[src/rtl/renode_apb3_requester.sv]
// renode_apb3_requester: APB3 requester (manager). It accepts single-beat commands on a
// valid/ready command port and runs each one as an APB3 SETUP/ACCESS transfer. Read data and
// error status are returned on a valid/ready response port. Only one transfer is outstanding.
//
// Optional feature: define APB3_REQ_TIMEOUT_EN to abort an ACCESS phase once pready has stayed
// low for TimeoutCycles cycles. Without it, ACCESS waits for pready for as long as it takes.
//
// Ports:
//   pclk_i, preset_i         clock, asynchronous active-high reset
//   cmd_valid_i/cmd_ready_o  command handshake; cmd_write_i, cmd_addr_i, cmd_wdata_i
//   rsp_valid_o/rsp_ready_i  response handshake; rsp_rdata_o, rsp_error_o, rsp_timeout_o
//   paddr_o, pselx_o, penable_o, pwrite_o, pwdata_o        APB3 requester outputs
//   pready_i, prdata_i, pslverr_i                          APB3 completer inputs
module renode_apb3_requester #(
  parameter int unsigned AddressWidth  = 20,
  parameter int unsigned DataWidth     = 32,
  parameter int unsigned TimeoutCycles = 256
) (
  input  logic                    pclk_i,
  input  logic                    preset_i,
  input  logic                    cmd_valid_i,
  output logic                    cmd_ready_o,
  input  logic                    cmd_write_i,
  input  logic [AddressWidth-1:0] cmd_addr_i,
  input  logic [DataWidth-1:0]    cmd_wdata_i,
  output logic                    rsp_valid_o,
  input  logic                    rsp_ready_i,
  output logic [DataWidth-1:0]    rsp_rdata_o,
  output logic                    rsp_error_o,
  output logic                    rsp_timeout_o,
  output logic [AddressWidth-1:0] paddr_o,
  output logic                    pselx_o,
  output logic                    penable_o,
  output logic                    pwrite_o,
  output logic [DataWidth-1:0]    pwdata_o,
  input  logic                    pready_i,
  input  logic [DataWidth-1:0]    prdata_i,
  input  logic                    pslverr_i
);

  if (!(DataWidth inside {8, 16, 24, 32})) begin : g_bad_data_width
    $error("renode_apb3_requester: DataWidth must be 8, 16, 24 or 32");
  end
  if (TimeoutCycles < 1) begin : g_bad_timeout
    $error("renode_apb3_requester: TimeoutCycles must be at least 1");
  end

  typedef enum logic [1:0] {StIdle, StSetup, StAccess, StResp} state_e;

  state_e                  state_q, state_d;
  logic [AddressWidth-1:0] paddr_q, paddr_d;
  logic                    pwrite_q, pwrite_d;
  logic [DataWidth-1:0]    pwdata_q, pwdata_d;
  logic [DataWidth-1:0]    rsp_rdata_q, rsp_rdata_d;
  logic                    rsp_error_q, rsp_error_d;

`ifdef APB3_REQ_TIMEOUT_EN
  localparam int unsigned CntW = $clog2(TimeoutCycles + 1);
  // Count value seen in the last pready-low ACCESS cycle before the abort.
  localparam logic [CntW-1:0] CntLast = CntW'(TimeoutCycles - 1);

  logic [CntW-1:0] cnt_q, cnt_d;
  logic            rsp_timeout_q, rsp_timeout_d;
`endif

  always_comb begin
    state_d     = state_q;
    paddr_d     = paddr_q;
    pwrite_d    = pwrite_q;
    pwdata_d    = pwdata_q;
    rsp_rdata_d = rsp_rdata_q;
    rsp_error_d = rsp_error_q;
`ifdef APB3_REQ_TIMEOUT_EN
    cnt_d         = cnt_q;
    rsp_timeout_d = rsp_timeout_q;
`endif
    unique case (state_q)
      StIdle: begin
        if (cmd_valid_i) begin
          paddr_d  = cmd_addr_i;
          pwrite_d = cmd_write_i;
          pwdata_d = cmd_write_i ? cmd_wdata_i : '0;
          state_d  = StSetup;
        end
      end
      StSetup: begin
`ifdef APB3_REQ_TIMEOUT_EN
        cnt_d = '0;
`endif
        state_d = StAccess;
      end
      StAccess: begin
        // pready wins over an expiring timeout in the same cycle.
        if (pready_i) begin
          rsp_rdata_d = (!pwrite_q && !pslverr_i) ? prdata_i : '0;
          rsp_error_d = pslverr_i;
`ifdef APB3_REQ_TIMEOUT_EN
          rsp_timeout_d = 1'b0;
`endif
          state_d = StResp;
`ifdef APB3_REQ_TIMEOUT_EN
        end else if (cnt_q == CntLast) begin
          rsp_rdata_d   = '0;
          rsp_error_d   = 1'b1;
          rsp_timeout_d = 1'b1;
          state_d       = StResp;
        end else begin
          cnt_d = cnt_q + CntW'(1);
`endif
        end
      end
      StResp: begin
        if (rsp_ready_i) begin
          state_d = StIdle;
        end
      end
      default: state_d = StIdle;
    endcase
  end

  always_ff @(posedge pclk_i or posedge preset_i) begin
    if (preset_i) begin
      state_q     <= StIdle;
      paddr_q     <= '0;
      pwrite_q    <= 1'b0;
      pwdata_q    <= '0;
      rsp_rdata_q <= '0;
      rsp_error_q <= 1'b0;
    end else begin
      state_q     <= state_d;
      paddr_q     <= paddr_d;
      pwrite_q    <= pwrite_d;
      pwdata_q    <= pwdata_d;
      rsp_rdata_q <= rsp_rdata_d;
      rsp_error_q <= rsp_error_d;
    end
  end

`ifdef APB3_REQ_TIMEOUT_EN
  always_ff @(posedge pclk_i or posedge preset_i) begin
    if (preset_i) begin
      cnt_q         <= '0;
      rsp_timeout_q <= 1'b0;
    end else begin
      cnt_q         <= cnt_d;
      rsp_timeout_q <= rsp_timeout_d;
    end
  end
  assign rsp_timeout_o = rsp_timeout_q;
`else
  assign rsp_timeout_o = 1'b0;
`endif

  // Strobes decode straight from state so an asynchronous reset drops them at once.
  // cmd_ready is also masked by reset so every output reads 0 while reset is held.
  assign cmd_ready_o = (state_q == StIdle) && !preset_i;
  assign pselx_o     = (state_q == StSetup) || (state_q == StAccess);
  assign penable_o   = (state_q == StAccess);
  assign rsp_valid_o = (state_q == StResp);
  assign rsp_rdata_o = rsp_rdata_q;
  assign rsp_error_o = rsp_error_q;
  assign paddr_o     = paddr_q;
  assign pwrite_o    = pwrite_q;
  assign pwdata_o    = pwdata_q;

endmodule

[config.mk]
export PLATFORM = sky130hd
export DESIGN_NAME = renode_apb3_requester
export DESIGN_NICKNAME = d
export VERILOG_FILES = /design/src/rtl/renode_apb3_requester.sv
export SDC_FILE = /design/constraint.sdc
export NUM_CORES = 1
export LEC_CHECK = 0
export BUFFER_PORTS_ARGS = -buffer_cell sky130_fd_sc_hd__buf_2
export CORE_MARGIN = 1.5
export CORE_UTILIZATION = 40
export DETAILED_ROUTE_END_ITERATION = 6
export HOLD_SLACK_MARGIN = 0.15
export PLACE_DENSITY = 0.76
export SLEW_MARGIN = 15
export SYNTH_ARGS = -nofsm -noshare
export SYNTH_HDL_FRONTEND = slang
export SYNTH_SLANG_ARGS = --single-unit
[constraint.sdc]
create_clock -name pclk_i -period 2.4 [get_ports pclk_i]
set_clock_uncertainty 0.2 [all_clocks]
set_input_delay 0.12 -clock pclk_i [delete_from_list [all_inputs] [get_ports pclk_i]]
set_output_delay 0.12 -clock pclk_i [all_outputs]
set_load 0.05 [all_outputs]
==> results of run 1 <==
==> through the flow <==
stage	util	setup WS (ns)	hold slack (ns)
after global placement	0.536	0.638	0.0388
after floorplan	-	0.310	0.0527
after detailed placement	0.536	0.536	0.0599
==> cells in the mapped netlist (all sizes together) (4+ instances only) <==
cell type,number,area [um2]
a22o,32,280
buf,10,48.8
clkbuf,10,37.5
dfrtp,88,2200
ha,4,50.1
inv,6,22.5
mux2,23,259
nand2,66,248
o21ai,32,160
==> cells by family after synthesis <==
family | after synthesis
AO/OA/AOI/OAI | 65
adder cells (fa/ha/maj) | 4
buffers and inverters | 26
flip-flops | 88
multiplexers | 24
other | 1
AND/OR/NAND/NOR | 69
==> results.py, run 1 <==
metrics = {
    "clock_network": {
        "cts_root_buf": "clkbuf_8",
        "postCtsSetupRepairBufs": 0,
        "cts_resized": 0,
        "holdBufCountCts": 115,
        "cts_max_level": 3,
        "clockBufferDepth": 2,
        "cts_inserted_buffers": 9,
        "cts_sinks": 88,
    },
    "logic_synthesis": {
        "yosysWarnings": 0,
        "synth-simple-area-share": 0.0799,
        "ys.flop_type": "dfrtp_1",
        "yosysUniqueCellTypes": 19,
        "synth-xor-area-share": 0,
        "synth_adder_area_share": 0.0149,
        "synthCells": 277,
        "ys_seq_area_frac": 0.657,
        "avgSynthCellArea_um2": 12.1,
        "ys_ff_latch": 88,
        "synth_edf_count": 0,
        "syn-num-nets": 372,
        "mappedNetlistArea_um2": 3350,
        "synthArstFlopShare": 1.00,
        "synthMuxAreaShare": 0.0803,
        "synth_compound_area_frac": 0.134,
        "synth_top_family_by_area": "compound AO/OA/AOI/OAI gates",
    },
    "place": {
        "placed_cells": 550,
        "gp_congestion": 0.702,
        "hpwl_um": 5950,
        "port_buffers": 180,
        "place_area_um2": 4380,
    },
    "die": {
        "std_cell_rows": 33,
        "die_h_um": 94.5,
        "start_util": 0.410,
        "dieWidth_um": 94.5,
        "ios": 182,
    },
    "outcome": {
        "status": "did not finish",
        "stop_error": "[ERROR RSZ-0060] Max buffer count reached.",
        "flow.stopped_at": "4_1_cts",
    },
}
==> run 2, diff against run 1 <==
--- a/config.mk
+++ b/config.mk
@@ -7,10 +7,9 @@
 export LEC_CHECK = 0
 export BUFFER_PORTS_ARGS = -buffer_cell sky130_fd_sc_hd__buf_2
 export CORE_MARGIN = 1.5
-export CORE_UTILIZATION = 40
+export CORE_UTILIZATION = 30
 export DETAILED_ROUTE_END_ITERATION = 6
-export HOLD_SLACK_MARGIN = 0.15
-export PLACE_DENSITY = 0.76
+export PLACE_DENSITY_LB_ADDON = 0.15
 export SLEW_MARGIN = 15
 export SYNTH_ARGS = -nofsm -noshare
 export SYNTH_HDL_FRONTEND = slang
==> constraint.sdc (replaced) <==
create_clock -name pclk_i -period 3.1 [get_ports pclk_i]
set_clock_uncertainty 0.2 [all_clocks]
set_input_delay 0.155 -clock pclk_i [delete_from_list [all_inputs] [get_ports pclk_i]]
set_output_delay 0.155 -clock pclk_i [all_outputs]
set_load 0.05 [all_outputs]
==> results.py, run 2 <==
metrics = {
    "power_and_ir_drop": {
        "p_leak_nw": 2.89,
        "power_mw": 6.32,
        "ir_worst_vdd_uv": 608,
        "powerDensity_nw_per_um2": 1150,
    },
    "clock_network": {
        "cts_sinks": 88,
        "clockBufferDepth": 2,
        "cts_inserted_buffers": 9,
        "clk_latency_ns": 0.35,
        "postCtsSetupRepairBufs": 0,
        "cts.clk_slew.worst_paths_ns": 0.10,
        "cts_root_buf": "clkbuf_8",
        "holdBufCountCts": 86,
        "tritoncts": "built",
        "cts_resized": 0,
        "cts_max_level": 3,
    },
    "logic_synthesis": {
        "ys.flop_type": "dfrtp_1",
        "synth_edf_count": 0,
        "yosysUniqueCellTypes": 19,
        "synthCells": 277,
        "ys_seq_area_frac": 0.657,
        "synth.area.top_cells": "dfrtp_1 66%, a22o_1 8.4%, nand2_1 7.4%",
        "synth_largest_area_cell": "dfrtp_1",
        "syn-num-nets": 372,
        "avgSynthCellArea_um2": 12.1,
        "ys_ff_latch": 88,
        "synthTopCellsByCount": "88 x dfrtp_1, 66 x nand2_1, 32 x a22o_1",
        "synth.most_common_cell": "dfrtp_1",
        "synthArstFlopShare": 1.00,
        "yosysWarnings": 0,
        "mappedNetlistArea_um2": 3350,
        "synth.top_cell.area_share": 0.657,
    },
    "die": {
        "die_area_um2": 11800,
        "ios": 182,
        "start_util": 0.308,
        "core_um2": 10900,
        "die_h_um": 109,
        "std_cell_rows": 38,
        "dieWidth_um": 109,
    },
    "setup_path": {
        "crit_required_ns": 3.14,
        "crit_path_top_delay_cell": "dfrtp_1",
        "cp_num_cells": 5,
        "slowest_delay_ns": 0.40,
        "end_kind": "flip-flop",
        "critPathMaxFanout": 76,
        "critical-path-top-delay-family": "flip-flops",
        "cp.arrival_ns": 2.03,
        "path_buf_inv": 2,
        "crit_type": "flip-flop to flip-flop",
        "worstSetupStartpointType": "flip-flop",
        "crit_path_cell_trace": "inv_1 > ha_1 > nand2_2 > buf_12 > mux2_2",
        "reg2reg_depth": 5,
    },
    "route": {
        "drc": 0,
        "vias": 3042,
        "highest_layer": "met4",
        "first_pass_iters": 4,
        "ant_nets": 0,
        "wl_met1_um": 4010,
        "post_drt_wl_per_cell_um": 13.5,
        "drtIter0Drc": 91,
        "wl_met3_um": 674,
        "dr_wl_met2_um": 4370,
        "viasPerCell": 4.45,
        "routed_wl_um": 9240,
    },
    "finish": {
        "final_cell_mix": "180 x buf_2, 88 x dfrtp_1, 86 x dlygate4sd3_1",
        "layout-drive-gt1-share": 0.415,
        "antenna_cells": 0,
        "fillers": 1023,
        "nets": 634,
        "final_common_cell": "buf_2",
        "area_delta_synth_final_pct": 63.7,
    },
    "timing": {
        "slew_viol_final": 0,
        "tns_ns": 0,
        "relSlewSlack": 0.587,
        "fin_ws_ns": 1.11,
        "post-route-min-period_ns": 1.99,
        "fin_crit_sh": 0.642,
        "finalSetupViolCount": 0,
        "worstMarginPinSlew_ns": 0.619,
        "finalHoldViolations": 0,
        "rsz0062_at_grt": "false",
        "max_freq_mhz": 502,
    },
    "global_route": {
        "grt_max_degree": 77,
        "track_usage": 0.156,
        "grt-ovfl-total": 0,
        "antenna_found_initial": 0,
        "grt_pass1_vias": 3002,
        "grt_first_pass_wirelength_um": 14300,
    },
    "outcome": {
        "status": "completed",
    },
    "worst_hold_path": {
        "worstHoldPathCells": 4,
        "holdCritPathClass": "input port to flip-flop",
    },
    "run": {
        "max_cap_viol_count": 0,
    },
    "place": {
        "hpwl_um": 5970,
        "dp_slack_ns": 1.12,
        "port_buffers": 180,
        "gp_congestion": 0.696,
    },
}
-- run 2: metrics by stage --
stage	instances	area, um2	util	hold WS, ns
global route	684	5490	0.504	0.0621
detailed placement	582	4400	0.404	0.0276
finish	684	5490	0.504	0.0682
global placement	582	4400	0.404	0.0363
CTS	684	5490	0.504	0.0467
floorplan	277	3350	-	0.0877
-- run 2: report_power, final --
group | switching (mW) | leakage [nW] | internal (mW) | total (mW)
clock | 0.433 | 0.115 | 0.465 | 0.897
combinational | 2.58 | 1.64 | 0.898 | 3.48
sequential | 0.280 | 1.13 | 1.67 | 1.95
total | 3.29 | 2.89 | 3.03 | 6.32
-- run 2: worst reg2reg max path: cells and delay by family (launching register included) --
| family | cells | cell delay, ns |
|---|---|---|
| adder cells (fa/ha/maj) | 1 | 0.23 |
| flip-flops | 1 | 0.40 |
| buffers and inverters | 2 | 0.39 |
| multiplexers | 1 | 0.41 |
| AND/OR/NAND/NOR | 1 | 0.24 |
-- run 2: per-layer routing --
layer / global-route usage / vias to the layer above
met4: 0.0555 / 0
met2: 0.254 / 120
met3: 0.0574 / 15
met5: 0 / -
li1: - / 1466
met1: 0.191 / 1441
-- run 2: logic make-up after synthesis --
kind of cell    synth area share
compound gates             0.134
fa+ha+maj                 0.0149
buf+inv                   0.0325
flops                      0.657
mux                       0.0803
other cells              0.00112
simple gates              0.0799
-- run 2: path summary, 6_finish.rpt --
| path | startpoint | endpoint | slack (ns) |
|---|---|---|---|
| min reg2reg | pwdata_o[1] | pwdata_o[1] | 0.28 |
| min | cmd_valid_i | state_q[0] | 0.07 |
| min in group asynchronous | preset_i | paddr_o[1] | 0.17 |
| max | state_q[1] | paddr_o[19] | 1.11 |
| max in group asynchronous | preset_i | rsp_rdata_o[21] | 1.68 |
| max reg2reg | state_q[1] | paddr_o[19] | 1.11 |
-- run 2: final cells by class --
cell class,instances,area [um2],area share
Clock inverter,7,100,0.0182
Sequential cell,88,2200,0.401
Tap cell,140,175,0.0319
Timing Repair Buffer,271,1810,0.330
Multi-Input combinational cell,163,1050,0.191
Clock buffer,9,124,0.0226
Inverter,6,23.8,0.00433
No activity file was read; power rests on OpenSTA's default activity.
